--- config.mk ---
export PLATFORM = sky130hd
export DESIGN_NAME = matrix_input_parser
export DESIGN_NICKNAME = d
export VERILOG_FILES = /design/src/rtl/matrix_pkg.sv /design/src/rtl/ascii_num_accum.sv /design/src/rtl/matrix_input_parser.sv
export SDC_FILE = /design/constraint.sdc
export NUM_CORES = 1
export LEC_CHECK = 0
export ABC_AREA = 0
export CAP_MARGIN = 25
export CORE_MARGIN = 8
export CORE_UTILIZATION = 50
export DETAILED_ROUTE_END_ITERATION = 10
export HOLD_SLACK_MARGIN = 0.02
export PLACE_DENSITY = 0.76
export SLEW_MARGIN = 0
export SYNTH_ARGS = -nofsm -noshare
export SYNTH_HDL_FRONTEND = slang
export SYNTH_SLANG_ARGS = --single-unit
--- constraint.sdc ---
create_clock -name clk -period 4.5 [get_ports clk]
set_input_delay 0.9 -clock clk [delete_from_list [all_inputs] [get_ports clk]]
set_output_delay 0.9 -clock clk [all_outputs]
set_load 0.01 [all_outputs]
--- src/rtl/matrix_pkg.sv ---
// Shared constants, error codes and parser state type for the matrix
// receive path.
package matrix_pkg;

  localparam int MAX_SIZE = 5;

  localparam logic [7:0] ASCII_0  = 8'h30;
  localparam logic [7:0] ASCII_9  = 8'h39;
  localparam logic [7:0] ASCII_SP = 8'h20;
  localparam logic [7:0] ASCII_CR = 8'h0D;
  localparam logic [7:0] ASCII_LF = 8'h0A;

  localparam logic [1:0] ERR_NONE = 2'd0;
  localparam logic [1:0] ERR_CHAR = 2'd1;
  localparam logic [1:0] ERR_DIM  = 2'd2;
  localparam logic [1:0] ERR_OVF  = 2'd3;

  typedef enum logic [2:0] {
    S_IDLE,
    S_GET_ROW,
    S_GET_COL,
    S_GET_ELEM,
    S_COMMIT,
    S_DRAIN
  } parse_state_e;

  function automatic logic is_digit(input logic [7:0] b);
    return (b >= ASCII_0) && (b <= ASCII_9);
  endfunction

  function automatic logic is_delim(input logic [7:0] b);
    return (b == ASCII_SP) || (b == ASCII_CR) || (b == ASCII_LF);
  endfunction

endpackage

--- src/rtl/ascii_num_accum.sv ---
// Decimal token accumulator. Builds acc = acc*10 + digit and saturates one
// above the largest legal element value so an oversized token can never
// wrap back into the legal range.
module ascii_num_accum #(
  parameter int DATA_WIDTH = 8
) (
  input  logic                  clk,
  input  logic                  rst_n,
  input  logic                  clr,
  input  logic                  digit_valid,
  input  logic [3:0]            digit,
  output logic [DATA_WIDTH+3:0] acc,
  output logic                  pend,
  output logic                  overflow
);

  localparam int AW = DATA_WIDTH + 4;
  localparam logic [AW:0] LIMIT = {{(AW + 1 - DATA_WIDTH){1'b0}}, {DATA_WIDTH{1'b1}}};
  localparam logic [AW:0] SAT   = LIMIT + (AW + 1)'(1);

  logic [AW-1:0] acc_q, acc_d;
  logic          pend_q, pend_d;
  logic          ovf_q, ovf_d;
  logic [AW:0]   prod;

  // Next accumulator value; clear has priority over a new digit.
  always_comb begin
    prod   = ({1'b0, acc_q} * (AW + 1)'(10)) + {{(AW - 3){1'b0}}, digit};
    acc_d  = acc_q;
    pend_d = pend_q;
    ovf_d  = ovf_q;
    if (clr) begin
      acc_d  = '0;
      pend_d = 1'b0;
      ovf_d  = 1'b0;
    end else if (digit_valid) begin
      pend_d = 1'b1;
      if (prod > LIMIT) begin
        ovf_d = 1'b1;
        acc_d = SAT[AW-1:0];
      end else begin
        acc_d = prod[AW-1:0];
      end
    end
  end

  // Accumulator registers.
  always_ff @(posedge clk or negedge rst_n) begin
    if (!rst_n) begin
      acc_q  <= '0;
      pend_q <= 1'b0;
      ovf_q  <= 1'b0;
    end else begin
      acc_q  <= acc_d;
      pend_q <= pend_d;
      ovf_q  <= ovf_d;
    end
  end

  assign acc      = acc_q;
  assign pend     = pend_q;
  assign overflow = ovf_q;

endmodule

--- src/rtl/matrix_input_parser.sv ---
// Parses "rows cols e0 e1 ..." from the UART byte stream and streams the
// elements into the matrix storage write port.
//
// state      | meaning
// -----------+-----------------------------------------------------------
// S_IDLE     | waiting for start_req, received bytes ignored
// S_GET_ROW  | lexing the row-count token
// S_GET_COL  | lexing the column-count token, wr_start on completion
// S_GET_ELEM | lexing elements, one wr_en per completed token
// S_COMMIT   | one cycle: wr_done/done, then back to idle
// S_DRAIN    | after an error, discard bytes until LF
module matrix_input_parser #(
  parameter int MAX_SIZE   = matrix_pkg::MAX_SIZE,
  parameter int DATA_WIDTH = 8,
  parameter int IDX_WIDTH  = 5
) (
  input  logic                  clk,
  input  logic                  rst_n,
  input  logic                  start_req,
  output logic                  busy,
  input  logic                  rx_valid,
  input  logic [7:0]            rx_data,
  output logic                  wr_start,
  output logic [2:0]            wr_row,
  output logic [2:0]            wr_col,
  output logic                  wr_en,
  output logic [IDX_WIDTH-1:0]  wr_idx,
  output logic [DATA_WIDTH-1:0] wr_data,
  output logic                  wr_done,
  output logic                  done,
  output logic                  err,
  output logic [1:0]            err_code
);

  import matrix_pkg::*;

  localparam int AW = DATA_WIDTH + 4;
  localparam int CW = IDX_WIDTH + 1;
  localparam logic [AW-1:0] DIM_MAX = AW'(MAX_SIZE);
  localparam logic [AW-1:0] DIM_MIN = AW'(1);

  parse_state_e state_q, state_d;

  logic                  busy_q, busy_d;
  logic                  err_q, err_d;
  logic [1:0]            err_code_q, err_code_d;
  logic                  wr_start_q, wr_start_d;
  logic                  wr_en_q, wr_en_d;
  logic                  wr_done_q, wr_done_d;
  logic                  done_q, done_d;
  logic [2:0]            row_tmp_q, row_tmp_d;
  logic [2:0]            wr_row_q, wr_row_d;
  logic [2:0]            wr_col_q, wr_col_d;
  logic [IDX_WIDTH-1:0]  wr_idx_q, wr_idx_d;
  logic [DATA_WIDTH-1:0] wr_data_q, wr_data_d;
  logic [CW-1:0]         count_q, count_d;
  logic [CW-1:0]         total_q, total_d;
  logic [CW-1:0]         count_inc;

  logic [AW-1:0] acc;
  logic          pend;
  logic          acc_ovf;

  logic in_tok, byte_digit, byte_delim;
  logic digit_valid, acc_clr, tok_done, bad_char, dim_ok;
  logic raise;
  logic [1:0] raise_code;

  // Byte classification; only token-lexing states feed the accumulator.
  always_comb begin
    in_tok      = (state_q == S_GET_ROW) || (state_q == S_GET_COL) ||
                  (state_q == S_GET_ELEM);
    byte_digit  = is_digit(rx_data);
    byte_delim  = is_delim(rx_data);
    digit_valid = in_tok && rx_valid && byte_digit;
    acc_clr     = !in_tok || (rx_valid && byte_delim);
    tok_done    = in_tok && rx_valid && byte_delim && pend;
    bad_char    = in_tok && rx_valid && !byte_digit && !byte_delim;
    dim_ok      = (acc >= DIM_MIN) && (acc <= DIM_MAX);
    count_inc   = count_q + CW'(1);
  end

  ascii_num_accum #(
    .DATA_WIDTH (DATA_WIDTH)
  ) u_accum (
    .clk         (clk),
    .rst_n       (rst_n),
    .clr         (acc_clr),
    .digit_valid (digit_valid),
    .digit       (rx_data[3:0]),
    .acc         (acc),
    .pend        (pend),
    .overflow    (acc_ovf)
  );

  // Next-state and registered-output logic.
  always_comb begin
    state_d    = state_q;
    busy_d     = busy_q;
    err_d      = err_q;
    err_code_d = err_code_q;
    wr_start_d = 1'b0;
    wr_en_d    = 1'b0;
    wr_done_d  = 1'b0;
    done_d     = 1'b0;
    row_tmp_d  = row_tmp_q;
    wr_row_d   = wr_row_q;
    wr_col_d   = wr_col_q;
    wr_idx_d   = wr_idx_q;
    wr_data_d  = wr_data_q;
    count_d    = count_q;
    total_d    = total_q;
    raise      = 1'b0;
    raise_code = ERR_NONE;

    case (state_q)
      S_IDLE: begin
        if (start_req) begin
          state_d    = S_GET_ROW;
          busy_d     = 1'b1;
          err_d      = 1'b0;
          err_code_d = ERR_NONE;
          count_d    = '0;
        end
      end
      S_GET_ROW: begin
        if (bad_char) begin
          raise      = 1'b1;
          raise_code = ERR_CHAR;
        end else if (tok_done) begin
          if (dim_ok) begin
            row_tmp_d = acc[2:0];
            state_d   = S_GET_COL;
          end else begin
            raise      = 1'b1;
            raise_code = ERR_DIM;
          end
        end
      end
      S_GET_COL: begin
        if (bad_char) begin
          raise      = 1'b1;
          raise_code = ERR_CHAR;
        end else if (tok_done) begin
          if (dim_ok) begin
            // Row is only published together with col so storage sees a
            // consistent header on the wr_start pulse.
            wr_start_d = 1'b1;
            wr_row_d   = row_tmp_q;
            wr_col_d   = acc[2:0];
            total_d    = CW'(row_tmp_q) * CW'(acc[2:0]);
            count_d    = '0;
            state_d    = S_GET_ELEM;
          end else begin
            raise      = 1'b1;
            raise_code = ERR_DIM;
          end
        end
      end
      S_GET_ELEM: begin
        if (bad_char) begin
          raise      = 1'b1;
          raise_code = ERR_CHAR;
        end else if (tok_done) begin
          if (acc_ovf) begin
            raise      = 1'b1;
            raise_code = ERR_OVF;
          end else begin
            wr_en_d   = 1'b1;
            wr_idx_d  = count_q[IDX_WIDTH-1:0];
            wr_data_d = acc[DATA_WIDTH-1:0];
            count_d   = count_inc;
            if (count_inc == total_q) begin
              state_d = S_COMMIT;
            end
          end
        end
      end
      S_COMMIT: begin
        wr_done_d = 1'b1;
        done_d    = 1'b1;
        busy_d    = 1'b0;
        state_d   = S_IDLE;
      end
      S_DRAIN: begin
        if (rx_valid && (rx_data == ASCII_LF)) begin
          busy_d  = 1'b0;
          state_d = S_IDLE;
        end
      end
      default: begin
        busy_d  = 1'b0;
        state_d = S_IDLE;
      end
    endcase

    // An LF that itself triggers the error already ends the line.
    if (raise) begin
      err_d      = 1'b1;
      err_code_d = raise_code;
      if (rx_data == ASCII_LF) begin
        busy_d  = 1'b0;
        state_d = S_IDLE;
      end else begin
        state_d = S_DRAIN;
      end
    end
  end

  // State and output registers.
  always_ff @(posedge clk or negedge rst_n) begin
    if (!rst_n) begin
      state_q    <= S_IDLE;
      busy_q     <= 1'b0;
      err_q      <= 1'b0;
      err_code_q <= ERR_NONE;
      wr_start_q <= 1'b0;
      wr_en_q    <= 1'b0;
      wr_done_q  <= 1'b0;
      done_q     <= 1'b0;
      row_tmp_q  <= '0;
      wr_row_q   <= '0;
      wr_col_q   <= '0;
      wr_idx_q   <= '0;
      wr_data_q  <= '0;
      count_q    <= '0;
      total_q    <= '0;
    end else begin
      state_q    <= state_d;
      busy_q     <= busy_d;
      err_q      <= err_d;
      err_code_q <= err_code_d;
      wr_start_q <= wr_start_d;
      wr_en_q    <= wr_en_d;
      wr_done_q  <= wr_done_d;
      done_q     <= done_d;
      row_tmp_q  <= row_tmp_d;
      wr_row_q   <= wr_row_d;
      wr_col_q   <= wr_col_d;
      wr_idx_q   <= wr_idx_d;
      wr_data_q  <= wr_data_d;
      count_q    <= count_d;
      total_q    <= total_d;
    end
  end

  assign busy     = busy_q;
  assign err      = err_q;
  assign err_code = err_code_q;
  assign wr_start = wr_start_q;
  assign wr_en    = wr_en_q;
  assign wr_done  = wr_done_q;
  assign done     = done_q;
  assign wr_row   = wr_row_q;
  assign wr_col   = wr_col_q;
  assign wr_idx   = wr_idx_q;
  assign wr_data  = wr_data_q;

endmodule

# Yosys cells after proc, flatten, opt, wreduce, memory -nomap -nowiden
# Index checks and enable logic that the tools add are counted.
# op_classes
n_addsub	2
mul	2
n_lt_le_gt_ge	5
eq_ne	28
muxes	65
bitwise	2
n_reduce_logical	33
# ops
operator	n
$mux 3	14
$mux 6	7
$mux 12	3
$ne 3x3->1 const B	11
$mux 1	27
$mux 2	9
$pmux 6 s3	1
$eq 8x4->1 const B	2
$pmux 3 s5	1
$ne 2x2->1 const B	7
$add 13x4->13	1
$gt 13x8->1 const B	1
$ge 12x1->1 const B	1
$le 12x3->1 const B	1
$mul 12x3->12 const B	1
$reduce_and 12->1	1
$reduce_and 4->1	3
$logic_and 1x1->1	10
$eq 8x6->1 const B	1
$ge 8x6->1 const B	1
$le 8x6->1 const B	1
$reduce_and 8->1	1
$reduce_bool 2->1	4
$add 6x1->6 const B	1
other kinds (17)	27
# totals
register_bits	58
in_bits	12
out_inout_bits	27
wordCells	154

# Logic depth before layout (Yosys ltp)
# Gate-level depths: netlist (run 1).
# depth
depth_word	11
ltp_mapped	10
depth_no_buf	10

# Cells and area by module
# Synthesis (run 1) repeated with hierarchy kept, for this count alone.
# hier_totals
cells_unflattened	411
hier_area_um2	3945.0
# modules_own_cells
mod	instances	cells_each	area_each_um2	seq_area_each_um2
matrix_input_parser	1	257	2568.7	1101.1
ascii_num_accum	1	154	1376.3	350.3

# Least setup slack after synthesis (run 1)
# OpenSTA, ideal clock, no wires.
# synth_timing
kind	register to register
startpoint	reg u_accum.acc_q[1] (netlist: u_accum.acc[1])
endpoint	reg u_accum.acc_q[0] (netlist: u_accum.acc[0])
setup_time_ns	0.066
t_arrival_ns	3.290
t_required_ns	4.434
setup_slack_ns	1.144
stages_incl_launch_ff	11
path_buffers	0
period_less_slack_ns	3.356
cell_sequence	dfrtp_1 -> ha_1 -> ha_1 -> fa_1 -> a211oi_1 -> o22ai_1 -> or4b_4 -> or3_4 -> o311ai_4 -> o2111a_4 -> a22o_1
# synth_between
elab_chain_cells	6
# synth_lines
element	line_no	rtl
start, declared	ascii_num_accum.sv:21	logic [AW-1:0] acc_q, acc_d;
start signal, assigned	ascii_num_accum.sv:50	acc_q <= '0;
start signal, assigned	ascii_num_accum.sv:54	acc_q <= acc_d;
$mul 12x3->12	ascii_num_accum.sv:28	prod = ({1'b0, acc_q} * (AW + 1)'(10)) + {{(AW - 3){1'b0}}, digit};
$add 13x4->13	ascii_num_accum.sv:28	
$gt 13x8->1	ascii_num_accum.sv:38	if (prod > LIMIT) begin
$mux 12	ascii_num_accum.sv:38	
$mux 12	ascii_num_accum.sv:36	end else if (digit_valid) begin
$mux 12	ascii_num_accum.sv:32	if (clr) begin
# No other way between the ends. The select of a mux whose other input is x is not followed.
# A chain may end at the register's enable or synchronous reset.

# Worst setup path after layout (run 1)
# layout_timing
startpoint	reg u_accum.acc_q[2] (netlist: u_accum.acc[2])
endpoint	reg u_accum.acc_q[7] (netlist: u_accum.acc[7])
# layout_between
elab_chain_cells	6
# layout_lines
element	line_no
$mul 12x3->12 (*)	ascii_num_accum.sv:28
$add 13x4->13 (*)	ascii_num_accum.sv:28
$gt 13x8->1	ascii_num_accum.sv:38
$mux 12 (*)	ascii_num_accum.sv:38
$mux 12 (*)	ascii_num_accum.sv:36
$mux 12 (*)	ascii_num_accum.sv:32
# Mark *: on every way between the ends. The rest lies on a longest branch, timed or not. The select of a mux whose other input is x is not followed.

==> results of run 1 <==
per-stage QoR:
step	total power, uW	utilization
2_1_floorplan	835.3	-
3_3_place_gp	935.5	0.5780
3_5_place_dp	946.4	0.5780
4_1_cts	1472	0.6084
5_1_grt	1548	0.6084
6_report	1469	0.6084
worst max-delay path by stage:
| stage | startpoint | endpoint | slack, ns | cells after the start |
|---|---|---|---|---|
| 3_3_place_gp | rx_data[1] | count_q[2] | 0.72 | 9 |
| 5_1_grt | u_accum.acc[2] | u_accum.acc[3] | 0.56 | 10 |
| 3_5_place_dp | rx_data[1] | count_q[2] | 0.64 | 9 |
| 2_1_floorplan | u_accum.acc[1] | u_accum.acc[0] | 1.14 | 10 |
| 4_1_cts | u_accum.acc[2] | u_accum.acc[7] | 0.70 | 10 |
| 6_report | u_accum.acc[2] | u_accum.acc[7] | 0.68 | 10 |
Yosys cell counts, types with 5 or more instances:
library cell and instances:
nor2_1 22, a21oi_1 17, xnor2_1 12, clkbuf_1 8
dfrtp_1 58, and2_1 10, nor3_1 5, nand2_1 82
a22o_1 9, o211ai_1 8, a211oi_1 6, xor2_1 6
ha_1 26, inv_1 11, o21ai_1 6, nand3_1 8
o21ai_0 12
metal layers:
layer | global-route usage | wire length, um | vias up
li1 | - | - | 1518
met1 | 0.2208 | 3908 | 1507
met3 | 0.05722 | 521 | 10
met2 | 0.2779 | 4026 | 96
met4 | 0.05869 | 127 | 0
met5 | 0 | 0 | -
worst max-delay path, cell delays in order, from the launching register on:
cell and delay [ns]:
dfrtp_1 0.57, ha_1 0.32, ha_1 0.23, fa_1 0.44
a211oi_1 0.40, o22ai_1 0.16, or4b_4 0.52, or3_4 0.35
o311ai_4 0.28, o2111a_4 0.33, a22o_1 0.16
registers in the layout, summed over array words and instances, names as in the netlist:
name	count
u_accum.overflow	1
wr_en	1
u_accum.pend	1
done	1
row_tmp_q	3
wr_row	3
wr_data	8
u_accum.acc	12
busy	1
count_q	6
err	1
wr_col	3
err_code	2
total_q	6
state_q	3
wr_idx	5
wr_start	1
final cells by class:
class | instances | share of cell area
sequential | 58 | 0.3307
multi-input combinational | 316 | 0.4883
tap | 99 | 0.02822
clock inverter | 5 | 0.01767
inverter | 12 | 0.01055
timing repair buffer | 42 | 0.09236
clock buffer | 11 | 0.03221
cells by family after synthesis:
kind of cell | count (synthesis) | share of synthesized area
xor gates and xnor gates | 19 | 0.04685
adders and majority gates | 30 | 0.1092
buffers and inverters | 26 | 0.03168
DFF | 58 | 0.3910
and+or+nand+nor | 167 | 0.2201
AOI/OAI and AO/OA | 96 | 0.1894
muxes | 4 | 0.01180
power by group through the flow:
| stage | clock, uW | combinational [uW] | sequential (uW) |
|---|---|---|---|
| floorplan | 0 | 242 | 593 |
| global placement | 0 | 319 | 617 |
| detailed placement | 0 | 327 | 619 |
| CTS | 533 | 329 | 610 |
| global route | 568 | 364 | 617 |
| finish | 530 | 329 | 611 |
==> summary.txt, run 1 <==
STA
  • Final count of pins violating max slew: 0
  • Post-layout min period: 3.823 ns
  • Fin Hold WS: 0.4626 ns
  • Relative slew margins: 0.4142
  • RSZ-0062 raised after global routing: no
  • Final setup margin: 0.6766 ns
  • Final setup violation count: 0
  • Setup TNS: 0 ns
  • Setup Skew: 0.006547 ns
  • Max frequency: 0.2615 GHz
  • Slew @ Worst Pin: 0.8566 ns
  • Final Cycle Share: 0.8496
  • Final Hold Vio Count: 0

Drt
  • First-iteration detailed-routing DRC count: 113
  • Vias per cell: 5.766
  • Post-DRT Antenna Nets: 0
  • Routed WL: 8583 um
  • Wire per inst: 15.81 um
  • DRC: 0
  • Initial DRT Pass Iterations: 4
  • Via total after detailed routing: 3131

Layout
  • Fillers: 642
  • Synthesis-to-finish area growth: 18.23%
  • Final Non-Filler Cells: 543
  • Number of diodes: 0
  • Cell area after layout: 4389 um2
  • Multi-input combinational cell area: 2143 um2
  • Register Area: 1451 um2
  • Commonest non-fill, non-tap cells in the layout: nand2_1, dfrtp_1, clkdlybuf4s50_1, ha_1, nor2_1
  • Share of layout cells above drive strength 1: 0.08108
  • Commonest non-fill, non-tap cell in the layout: nand2_1
  • Fin nets: 481

Placement
  • Dpl ws: 0.6378 ns
  • Gpl congestion: 0.8705
  • DP Wirelength: 6397 um
  • Dpl cells: 527
  • Port Buf Inserts: 38
  • Placed cell areas: 4170 um2

Synthesis
  • Share of flip-flops with an asynchronous set or reset: 1.000
  • Post-synthesis sequential area ratio: 0.3910
  • YS warnings: 0
  • Post-synth EDFFs: 0
  • Main flop type after synthesis: dfrtp_1
  • Post-synth top area cell: dfrtp_1
  • Top cells by area, synth: dfrtp_1, ha_1, nand2_1
  • Fraction of synthesized cell area taken by the top area cell type: 0.3910
  • Post-synthesis cell type count: 67
  • Syn Nets: 442
  • Cells after synthesis: 400
  • Yosys reg bits: 58
  • Syn_area_per_cell: 9.281 um2
  • Post-Syn Area: 3712 um2

CTS
  • CTS root buf: clkbuf_8
  • TritonCTS buffer count: 9
  • CTS tree: done
  • Setup Buffers After CTS: 0
  • Number of H-tree levels: 3
  • Post-CTS sizing: 0
  • CTS Sinks: 58
  • # hold bufs at CTS: 0
  • Clk Latency, worst-skew pair: 0.33 ns
  • CTS max path bufs: 2
  • Reg clk slew, reported paths: 0.07 ns

GRT
  • Vias in the first global route: 3112
  • Largest net degree at the start of global routing: 59
  • First-pass GRT wire length: 14560 um
  • Total congestion overflow: 0
  • Antenna violations before repair: 0
  • Total track usage: 0.1758

Power and ir drop
  • Cell internal pwr: 1023 uW
  • Clk pwr share: 0.360
  • Leakage: 0.002107 uW
  • VDD IR max: 267.3 uV
  • Gate power share: 0.224
  • Pwr Density: 334.8 nW/um2
  • Sw Share: 0.3038
  • Power share of the sequential group: 0.416
  • Net switching power: 446.4 uW

Worst hold path
  • Hold_sp: wr_data[5]
  • Hold Path Class: reg2reg
  • Hold path depth: 2
  • Hold Path End: wr_data[5]

Setup path
  • FF-to-FF Start: u_accum.acc[2]
  • Arr. time, crit path: 4.09 ns
  • R2R depth: 10
  • Reg2reg setup slack: 0.68 ns
  • WP data required: 4.77 ns
  • CP Capture Type: register
  • CP Launch Type: register
  • FF-to-FF End: u_accum.acc[7]
  • Critical path class: reg2reg
  • Crit Path Max Fanout: 12

Die
  • Die Area: 10440 um2
  • # IOs: 39
  • Die height: 102.2 um
  • Rows: 31
  • Core area: 7214 um2
  • Die Wd: 102.2 um
  • Initial Util: 0.5146

Outcome
  • Status: finished clean

Flow run
  • # Max-Cap Violations: 0
No activity file was read; power rests on OpenSTA's default activity.
==> inputs of run 2 (changes only) <==
Settings changed: PLACE_DENSITY 0.76 to 0.79.
Clock period 4.5 ns to 3.2 ns, I/O delays scaled along.
==> summary.txt, run 2 (synthesis gave the netlist of run 1 again) <==
CTS
  • CTS max path bufs: 2
  • Reg clk slew, reported paths: 0.07 ns
  • Clk Latency, worst-skew pair: 0.34 ns
  • TritonCTS buffer count: 9
  • CTS root buf: clkbuf_8
  • CTS tree: done
  • CTS Sinks: 58
  • Number of H-tree levels: 3
  • Setup Buffers After CTS: 0

Layout
  • Number of diodes: 0
  • Largest register FFs: 12
  • Top reg by flops: u_accum.acc
  • Fin nets: 517
  • Synthesis-to-finish area growth: 28.28%
  • Commonest non-fill, non-tap cell in the layout: nand2_1
  • Fin util: 0.6601
  • Fillers: 583
  • Share of layout cells above drive strength 1: 0.1688
  • Commonest non-fill, non-tap cells in the layout: nand2_1, dfrtp_1, buf_4, clkdlybuf4s50_1
  • Final Non-Filler Cells: 579

STA
  • RSZ-0062 raised after global routing: yes
  • Final setup margin: -0.02935 ns
  • Relative slew margins: 0.3602
  • Setup Skew: 0.007371 ns
  • Final setup violation count: 8
  • Final Cycle Share: 1.009
  • Final count of pins violating max slew: 0
  • Post-layout min period: 3.229 ns
  • Fin Hold WS: 0.4316 ns
  • Slew @ Worst Pin: 0.9596 ns
  • Final Hold Vio Count: 0
  • Max frequency: 0.3097 GHz

Placement
  • Dpl ws: -0.3635 ns
  • Dpl cells: 563
  • Gpl congestion: 0.8783
  • DP Wirelength: 6566 um
  • Port Buf Inserts: 38

Setup path
  • Critical Path, Cell by Cell: ha_4 > ha_4 > fa_2 > xor2_4 > nand4_2 > or4b_4 > or3_4 > o311ai_4 > o2111a_4 > a22o_1
  • Most common cell on crit path: ha_4
  • CP Capture Type: register
  • CP Launch Type: register
  • R2R depth: 10
  • Critical path class: reg2reg
  • Slowest cell delay on critical path: 0.54 ns
  • Arr. time, crit path: 3.50 ns
  • WP data required: 3.47 ns
  • Crit Path Max Fanout: 8
  • Reg2reg setup slack: -0.03 ns
  • Slowest CP cell: or4b_4
  • FF-to-FF End: u_accum.acc[5]
  • FF-to-FF Start: u_accum.acc[1]

Drt
  • Post-DRT Antenna Nets: 0
  • Routed WL: 8779 um
  • Wire per inst: 15.16 um
  • Initial DRT Pass Iterations: 5
  • Vias per cell: 5.679
  • DRC: 0
  • Via total after detailed routing: 3288
  • First-iteration detailed-routing DRC count: 204

Power and ir drop
  • Total Power: 2145 uW
  • Net switching power: 635.3 uW
  • Pwr Density: 450.5 nW/um2
  • Power share of the sequential group: 0.400
  • Clk pwr share: 0.366
  • Sw Share: 0.2961
  • Cell internal pwr: 1510 uW
  • Gate power share: 0.234
  • Leakage: 0.002294 uW
  • VDD IR max: 353.1 uV

GRT
  • First-pass GRT wire length: 15520 um
  • Antenna violations before repair: 0
  • Total track usage: 0.1870
  • Largest net degree at the start of global routing: 59
  • Vias in the first global route: 3338
  • Total congestion overflow: 0

Die
  • Die height: 102.2 um
  • Rows: 31
  • Die Wd: 102.2 um
  • Initial Util: 0.5146
  • Core area: 7214 um2
  • # IOs: 39
  • Die Area: 10440 um2

Outcome
  • Failing checks: negative setup slack
  • Status: finished, violations left

Flow run
  • # Max-Cap Violations: 0

Worst hold path
  • Hold Path Class: in2async
run 2: cell types whose count changed in the layout (fill, tap and decap cells not counted), sizes merged:
cell           previous run  this run
buf                       5        41
clkbuf                   11        12
clkdlybuf4s50            37        36
clkinv                    3         2
dlymetal6s2s              0         1
run 2: power groups by stage:
stage	sequential [uW]	combinational [uW]	clock [uW]
3_5_place_dp	868	494	0
6_report	857	503	785
4_1_cts	855	500	803
5_1_grt	869	560	842
3_3_place_gp	865	480	0
2_1_floorplan	834	340	0
run 2: layout make-up:
class,instances,area [um2],share of cell area
multi-input combinational,316,2225,0.4672
sequential,58,1451,0.3048
timing repair buffer,78,678.2,0.1424
clock buffer,12,165.2,0.03468
tap,99,123.9,0.02601
clock inverter,4,72.57,0.01524
inverter,12,46.29,0.009721
run 2: worst max-delay path: cells and delay by family, from the launching register on:
kind                     cells  cell delay, ns
flip-flops                   1            0.41
AND/OR/NAND/NOR              3            1.01
AO/OA/AOI/OAI                3            0.72
adder cells (fa/ha/maj)      3            0.82
XOR/XNOR                     1            0.20
run 2: how the worst max path moves through the flow:
stage / from / endpoint / slack (ns) / cells after the start
finish: u_accum.acc[1] / u_accum.acc[5] / -0.03 / 10
global route: u_accum.acc[1] / u_accum.acc[3] / -0.15 / 10
CTS: u_accum.acc[1] / u_accum.acc[1] / -0.06 / 10
detailed placement: rx_data[1] / u_accum.acc[1] / -0.36 / 10
global placement: rx_data[1] / u_accum.acc[0] / -0.28 / 10
floorplan: u_accum.acc[1] / u_accum.acc[0] / -0.07 / 10
run 2: what timing repair did:
| action | in CTS | in global routing |
|---|---|---|
| setup endpoints to repair | 9 | 12 |
| endpoints found under the hold margin | 0 | 0 |
| resized for setup | 3 | 7 |
| hold buffers | 0 | 0 |
| pin swaps | 11 | 6 |
run 2: metal layers:
layer  track usage  wire length, um
met1        0.2456             3894
met5             0                0
met4       0.06095               99
met2        0.2894             4234
met3       0.05313              550
run 2: per-stage QoR:
stage	TNS (ns)	area, um2
global placement	-3.107	4451
detailed placement	-4.613	4451
floorplan	-0.5878	3722
finish	-0.1431	4762
global route	-0.9594	4762
CTS	-0.4525	4723
==> inputs of run 3 (changes only) <==
Settings changed: CTS_CLUSTER_SIZE set to 16.
==> results of run 3 <==
The final DEF is identical to that of run 2; final timing and power are the same.
